<file path="src/rtl/cpu_pkg.sv">
// Shared constants and types for the next-PC unit and its statistics counters.
package cpu_pkg;

  localparam logic [31:0] RESET_PC          = 32'h0000_0000;
  localparam logic [31:0] SYSCALL_HALT_CODE = 32'd10;

  localparam int unsigned CYCLE_CNT_W  = 32;
  localparam int unsigned JUMP_CNT_W   = 16;
  localparam int unsigned BRANCH_CNT_W = 16;

  // One-bit run/halt state.
  typedef enum logic {
    StRun  = 1'b0,
    StHalt = 1'b1
  } pc_state_e;

endpackage

</file>
<file path="src/rtl/stat_counter.sv">
// Free-running statistics counter: counts when inc is set and hold is clear, wraps on overflow.
module stat_counter #(
  parameter int unsigned WIDTH = 32
) (
  input  logic             clk,
  input  logic             rst,
  input  logic             inc,
  input  logic             hold,
  output logic [WIDTH-1:0] count
);

  logic [WIDTH-1:0] count_q;

  // Count register; async clear, wraps to zero naturally.
  always_ff @(posedge clk or posedge rst) begin
    if (rst) begin
      count_q <= '0;
    end else if (inc && !hold) begin
      count_q <= count_q + WIDTH'(1);
    end
  end

  assign count = count_q;

endmodule

</file>
<file path="src/rtl/next_pc_unit.sv">
// Program counter sequencer: branch/jump target selection, syscall halt/display, resume button
// and execution statistics.
module next_pc_unit
  import cpu_pkg::*;
(
  input  logic        CLK,
  input  logic        RST,
  input  logic [31:0] Instr,
  input  logic [31:0] RS_Data,
  input  logic        Equal,
  input  logic        Beq,
  input  logic        Bne,
  input  logic        BLTZ,
  input  logic        JMP,
  input  logic        JAL,
  input  logic        JR,
  input  logic        SysCALL,
  input  logic [31:0] V0_Data,
  input  logic [31:0] A0_Data,
  input  logic        Go,
  output logic [31:0] PC,
  output logic [31:0] PC_Plus4,
  output logic        Halt,
  output logic [31:0] LED_Data,
  output logic [31:0] Cycle_Cnt,
  output logic [15:0] Jump_Cnt,
  output logic [15:0] Branch_Cnt
);

  pc_state_e   state_q, state_d;
  logic [31:0] pc_q, pc_d;
  logic [31:0] led_q, led_d;
  logic        go_q;

  logic        taken;
  logic        jump_any;
  logic        halt_sys;
  logic        halted;
  logic [31:0] branch_off;
  logic [31:0] jump_target;

  // Opcode bits are decoded upstream; only the target/offset fields matter here.
  logic unused_instr;
  assign unused_instr = ^Instr[31:26];

  assign PC_Plus4 = pc_q + 32'd4;

  // Branch condition, transfer classification and target arithmetic.
  always_comb begin
    taken       = (Beq & Equal) | (Bne & ~Equal) | (BLTZ & RS_Data[31]);
    jump_any    = JMP | JAL | JR;
    halt_sys    = SysCALL && (V0_Data == SYSCALL_HALT_CODE);
    branch_off  = {{14{Instr[15]}}, Instr[15:0], 2'b00};
    jump_target = {PC_Plus4[31:28], Instr[25:0], 2'b00};
  end

  // Next-state, next-PC and display register selection.
  always_comb begin
    state_d = state_q;
    pc_d    = pc_q;
    led_d   = led_q;
    unique case (state_q)
      StRun: begin
        if (JR) begin
          pc_d = RS_Data;
        end else if (JMP || JAL) begin
          pc_d = jump_target;
        end else if (taken) begin
          pc_d = PC_Plus4 + branch_off;
        end else if (halt_sys) begin
          pc_d = pc_q;
        end else begin
          pc_d = PC_Plus4;
        end
        if (halt_sys) begin
          state_d = StHalt;
        end else if (SysCALL) begin
          led_d = A0_Data;
        end
      end
      StHalt: begin
        // Resume on a rising edge of the button, stepping past the halting syscall.
        if (Go && !go_q) begin
          state_d = StRun;
          pc_d    = PC_Plus4;
        end
      end
      default: begin
        state_d = StRun;
      end
    endcase
  end

  // State, PC, display and button-history registers.
  always_ff @(posedge CLK or posedge RST) begin
    if (RST) begin
      state_q <= StRun;
      pc_q    <= RESET_PC;
      led_q   <= '0;
      go_q    <= 1'b0;
    end else begin
      state_q <= state_d;
      pc_q    <= pc_d;
      led_q   <= led_d;
      go_q    <= Go;
    end
  end

  assign halted   = (state_q == StHalt);
  assign PC       = pc_q;
  assign Halt     = halted;
  assign LED_Data = led_q;

  stat_counter #(
    .WIDTH (CYCLE_CNT_W)
  ) u_cycle_cnt (
    .clk   (CLK),
    .rst   (RST),
    .inc   (1'b1),
    .hold  (halted),
    .count (Cycle_Cnt)
  );

  stat_counter #(
    .WIDTH (JUMP_CNT_W)
  ) u_jump_cnt (
    .clk   (CLK),
    .rst   (RST),
    .inc   (jump_any),
    .hold  (halted),
    .count (Jump_Cnt)
  );

  // Taken branches that lose to an unconditional transfer are not counted.
  stat_counter #(
    .WIDTH (BRANCH_CNT_W)
  ) u_branch_cnt (
    .clk   (CLK),
    .rst   (RST),
    .inc   (taken & ~jump_any),
    .hold  (halted),
    .count (Branch_Cnt)
  );

endmodule

</file>
<file path="config.mk">
export PLATFORM = sky130hd
export DESIGN_NAME = next_pc_unit
export DESIGN_NICKNAME = d
export VERILOG_FILES = /design/src/rtl/cpu_pkg.sv /design/src/rtl/stat_counter.sv /design/src/rtl/next_pc_unit.sv
export SDC_FILE = /design/constraint.sdc
export NUM_CORES = 1
export LEC_CHECK = 0
export CORE_ASPECT_RATIO = 2
export CORE_MARGIN = 2
export CORE_UTILIZATION = 47
export DETAILED_ROUTE_END_ITERATION = 10
export GPL_ROUTABILITY_DRIVEN = 0
export GPL_TIMING_DRIVEN = 0
export MAX_ROUTING_LAYER = met4
export PLACE_DENSITY_LB_ADDON = 0.12
export SLEW_MARGIN = 30
export SYNTH_ARGS = -nofsm -noshare
export SYNTH_HDL_FRONTEND = slang
export SYNTH_SLANG_ARGS = --single-unit
</file>
<file path="constraint.sdc">
create_clock -name CLK -period 5.01 [get_ports CLK]
set_input_delay 1.002 -clock CLK [delete_from_list [all_inputs] [get_ports CLK]]
set_output_delay 1.002 -clock CLK [all_outputs]
set_load 0.02 [all_outputs]
</file>
Word level (Yosys, flattened, before mapping)
Cells that the tools add are included.
- reductions and logical operators: 9
- add/sub/neg operators: 5
- equal/unequal tests: 3
- muxes and demuxes: 9
- bitwise operators: 12
- operators by type and width (cell ; number):
    2-to-1 mux 32 bit ; 5
    case mux 32 bit (2 select lines) ; 1
    adder 16 x 1 -> 16 bit, second input constant ; 2
    adder 32 x 1 -> 32 bit, second input constant ; 1
    adder 32 x 3 -> 32 bit, second input constant ; 1
    adder 32 bit ; 1
    equality test 32 x 4 -> 1 bit, second input constant ; 1
    != test 5 bit, second input constant ; 1
    AND 1 bit ; 4
    logical AND 1 bit ; 4
    inverter 1 bit ; 4
    OR 1 bit ; 4
    AND reduction 3 bit ; 1
    zero test 1 bit ; 2
    2-to-1 mux 1 bit ; 2
    != test 2 x 1 -> 1 bit, second input constant ; 1
    case mux 1 bit (2 select lines) ; 1
    AND reduction 2 bit ; 1
    logical OR 1 bit ; 1
- output and inout port bits: 161
- input bits: 139
- register bits after elaboration: 130
- logic and storage cells: 45

Longest topological paths before layout
- depth after elaboration: 8
- mapped depth: 18

Cells and area by module
A second synthesis with hierarchy kept.
- cell total of the unflattened synthesis: 940
- area total of the unflattened synthesis: 8798.4 um^2
- by module, submodules not included (module ; instances ; area each (um^2) ; sequential area each (um^2) ; cells an instance):
    next_pc_unit ; 1 ; 5819.3 ; 1651.6 ; 685
    stat_counter at u_branch_cnt ... ; 2 ; 757.0 ; 400.4 ; 63
    stat_counter at u_cycle_cnt ; 1 ; 1465.2 ; 800.8 ; 129

Worst setup path before layout
OpenSTA, ideal clock, no wires.
- path kind: reg-to-reg
- start: register pc_q[8] (netlist: PC[8])
- end: register pc_q[27] (netlist: PC[27])
- arrival: 3.816 ns
- cell stages (with the launch flop): 17
- path slack: 1.061 ns
- buffers on the path: 3
- cell sequence: dfrtp_1 > buf_4 > nand4_2 > or3_1 > buf_2 > nor2_1 > nand2_1 > xnor2_1 > ha_1 > clkbuf_1 > o2111ai_1 > o21ai_0 > a31oi_1 > nor2_1 > or3_1 > a21oi_1 > o31ai_2
- word-level cells in the longest chain between the ends: 6
- elaborated cells between the ends (all ways): 8
- ends and longest elaborated chain (element ; line ; text):
    from (decl) ; next_pc_unit.sv:31 ; logic [31:0] pc_q, pc_d;
    from (signal assigned) ; next_pc_unit.sv:103 ; pc_q <= pc_d;
    adder 32 x 3 -> 32 bit ; next_pc_unit.sv:46 ; assign PC_Plus4 = pc_q + 32'd4;
    named net PC_Plus4[19] ; next_pc_unit.sv:22 ; output logic [31:0] PC_Plus4,
    adder 32 bit ; next_pc_unit.sv:69 ; pc_d = PC_Plus4 + branch_off;
    2-to-1 mux 32 bit ; next_pc_unit.sv:68 ; end else if (taken) begin
    2-to-1 mux 32 bit ; next_pc_unit.sv:66 ; end else if (JMP || JAL) begin
    2-to-1 mux 32 bit ; next_pc_unit.sv:64 ; if (JR) begin
    case mux 32 bit (2 select lines) ; next_pc_unit.sv:62 ; unique case (state_q)
The timed path passes the listed nets, and every way through them passes these cells. The select of a mux whose other input is x is not followed.
A chain may end at the register's enable or synchronous reset.

Worst setup path in the final report
- start: register pc_q[4] (netlist: PC[4])
- end: register pc_q[28] (netlist: PC[28])
- word-level cells in the longest chain between the ends: 6
- elaborated cells between the ends (all ways): 8
- ends and longest elaborated chain (element ; line):
    adder 32 x 3 -> 32 bit * ; next_pc_unit.sv:46
    adder 32 bit / 2-to-1 mux 32 bit (equally long branches) ; next_pc_unit.sv:69, next_pc_unit.sv:70
    2-to-1 mux 32 bit ; next_pc_unit.sv:68
    2-to-1 mux 32 bit ; next_pc_unit.sv:66
    2-to-1 mux 32 bit ; next_pc_unit.sv:64
    case mux 32 bit (2 select lines) * ; next_pc_unit.sv:62
Mark *: on every way between the ends. The rest lies on a longest branch, timed or not. The select of a mux whose other input is x is not followed.

==> key figures <==
Finish
  – Finished Core Util: 0.687
  – Area grow syn2layout: 43.5%
  – Non-Filler Instances: 1,500
  – Multi-input gate area: 5190 sq um
  – Filler cell count: 1,485
  – Reg area: 3250 sq um
  – Ratio of cells with drive above 1 in the final layout: 0.0749
  – Final net count: 1,449

Synthesis
  – Largest family of logic cells by synthesized area: simple AND/OR/NAND/NOR gates
  – Top_reg_cell synth: dfrtp_1
  – Yosys reg bits: 130
  – Compound-Gate Fraction of Synth Area: 0.182
  – Largest area contributor in the netlist: dfrtp_1
  – Post-synthesis mux area share: 0.0509
  – Post-Synth XOR/XNOR Area: 0.107
  – Most frequent cell after synthesis: dfrtp_1
  – Synth cell types: 77
  – Post-Syn Area: 8720 sq um
  – Async S/R FF share, synth: 1.00
  – Yosys Warn Count: 0
  – Synth Area in Simple Gates: 0.195
  – Synthesized Nets: 1,137
  – Largest cells by area after synthesis: dfrtp_1, xnor2_1, ha_1
  – Top cells by count, synth: dfrtp_1, nand2_1, nor2_1
  – Post-synthesis cell count: 957
  – Post-synthesis adder-cell area fraction: 0.0597
  – Avg Inst Size Synth: 9.11 sq um
  – Sequential fraction of the synthesis area: 0.373
  – Post-synth EDFFs: 0
  – Yosys top cell area share: 0.373

Status
  – Outcome: complete, no violations

Floorplanning
  – Horiz. Die Dim: 100 um
  – Core area: 18,200 sq um
  – Die area: 19,700 sq um
  – IO Count: 300
  – Initial Util: 0.479
  – Die height: 197 um
  – Row count: 70

Route
  – DRT antenna net count: 0
  – M1 WL: 10.4 mm
  – Drt drc: 0
  – Average wire per standard cell: 21.7 um
  – Iteration-0 DRC Markers: 516
  – First-pass iteration count of the detailed router: 6
  – Top Metal Used: met4
  – Wire length on met3: 2.47 mm
  – Routed wl met2: 17.2 mm
  – Routed WL: 32.6 mm
  – Vias: 9,117
  – Vias per cell: 6.08

CTS
  – Clock root cell: clkbuf_16
  – CTS tree: yes
  – Skew-Pair Late Insertion Delay: 0.42 ns
  – Cts bufs inserted: 17
  – H-tree lvl count: 4
  – Post-CTS setup buffers: 0
  – CTS clk-pin slew, worst paths: 0.06 ns
  – Clock Tree Buf Depth: 2
  – Hold Buf Count CTS: 0
  – CTS sink cnt: 130
  – Post-cts sizing count: 0

Pwr
  – Leakage dissipation: 5.18 nW
  – Power per cell area: 298 nW/um^2
  – Logic pwr share: 0.343
  – Clock share of power: 0.317
  – Sw Ratio: 0.350
  – P_sw: 1.31 mW
  – Internal power: 2.43 mW
  – Total power: 3.74 mW
  – Flop pwr share: 0.341
  – Peak VDD IR: 0.000182 V

Global route
  – Vias in the first global route: 9,074
  – Pin count of the biggest net entering global routing: 80
  – Global Route Usage Sum: 0.336
  – Initial antenna violation count: 2
  – First-pass GRT wire length: 49.2 mm
  – Gr ovfl total: 0

Timing
  – Hold Fails Final Rpt: 0
  – Crit share post-route: 0.964
  – Setup violators final: 0
  – Clk_skew: 0.0141 ns
  – Min Hold Slack: 0.470 ns
  – Slew Viols, Final: 0
  – Tmin final: 4.83 ns
  – RSZ-0062 raised after global routing: no
  – Slew HR: 0.371
  – Slew @ Worst Pin: 0.938 ns
  – Fmax: 0.207 GHz
  – Total negative slack: 0 ns

Hold path
  – Worst hold path type: register to register

Worst setup path
  – Crit path max fanout: 8
  – Data required, critical path: 5.30 ns
  – WS Path Type: register to register
  – Critical Path Sink Type: register
  – Signal arrival time at the worst endpoint: 5.12 ns
  – CP startpoint kind: register

Placed design
  – Placed Cells: 1,466
  – Final HPWL DP: 25.7 mm
  – IO buf count: 292

Flow run
  – Number of max-cap violations: 0
[area by class of cell]
class | instances | share of cell area
Antenna cell | 2 | 0.000400
Sequential cell | 130 | 0.260
Clock inverter | 15 | 0.0107
Buffer | 46 | 0.0156
Timing Repair Buffer | 293 | 0.235
Tap cell | 216 | 0.0216
Clock buffer | 17 | 0.0340
Multi-Input combinational cell | 757 | 0.415
Inverter | 24 | 0.00790
[placed cells by master, fill, tap and decap left out, drive strengths merged, types with 7 or more instances in the layout]
cell	synthesis	final
a21oi	51	51
xnor2	71	71
ha	40	40
and2	9	9
o21a	7	7
clkdlybuf4s50	0	291
dfrtp	130	130
o21ai	45	45
o211ai	11	11
nand3	49	49
mux2	35	35
a211oi	14	14
xor2	35	35
nor4	11	11
a31oi	7	7
o31ai	9	9
clkbuf	36	53
nor2b	7	7
nand2	83	83
nor2	80	80
o22ai	11	11
a21o	21	21
and4	9	9
inv	23	26
and3	19	19
a221oi	9	9
nand4	30	30
nor3	16	16
buf	10	12
[layer usage]
| layer | vias up | GRT usage |
|---|---|---|
| li1 | 4141 | - |
| met1 | 4290 | 0.321 |
| met2 | 538 | 0.596 |
| met3 | 148 | 0.0610 |
| met4 | 0 | 0.234 |
| met5 | - | - |
[worst max-delay path, stage by stage, from the launching register on]
cell,delay [ns]
dfrtp_1,0.35
clkbuf_2,0.18
and4_1,0.37
nand3_1,0.42
nor2_1,0.25
xor2_1,0.35
ha_1,0.36
a21o_1,0.25
a2111oi_0,0.54
nor3_1,0.17
o31ai_1,0.69
o31ai_1,0.26
a21oi_1,0.23
xor2_1,0.19
o21ai_0,0.09
[kinds of logic after synthesis]
family | after synthesis
AOI/OAI and AO/OA | 232
xor gates and xnor gates | 106
adders and majority gates | 41
buffers and inverters | 70
DFF | 130
muxes | 40
and+or+nand+nor | 338
[power groups by stage]
stage | registers (mW) | logic, mW | clock network (mW)
floorplan | 1.38 | 0.595 | 0
global placement | 1.28 | 1.24 | 0
detailed placement | 1.29 | 1.26 | 0
CTS | 1.27 | 1.27 | 1.20
global route | 1.29 | 1.37 | 1.24
finish | 1.27 | 1.28 | 1.18
[final timing paths]
kind	start	end	slack, ns	cells past startpoint
worst max-delay path	PC[4]	PC[28]	0.18	14
worst min-delay path	u_branch_cnt.count[15]	u_branch_cnt.count[15]	0.47	1
worst max register to register	PC[4]	PC[28]	0.18	14
worst min register to register	u_branch_cnt.count[15]	u_branch_cnt.count[15]	0.47	1
max in group asynchronous	RST	u_cycle_cnt.count[1]	3.29	3
min in group asynchronous	RST	LED_Data[3]	0.99	2
[state kept, by name, indices dropped and copies added, names as in the netlist]
signal              flops
LED_Data               32
PC                     32
u_cycle_cnt.count      32
u_branch_cnt.count     16
u_jump_cnt.count       16
Halt                    1
go_q                    1
[through the flow]
stage	cell area, sq um	setup slack [ns]
2_1_floorplan	8720	0.539
3_3_place_gp	11900	-1.44
3_5_place_dp	12000	0.336
4_1_cts	12500	0.345
5_1_grt	12500	0.116
6_report	12500	0.181
No activity file was read; power rests on OpenSTA's default activity.
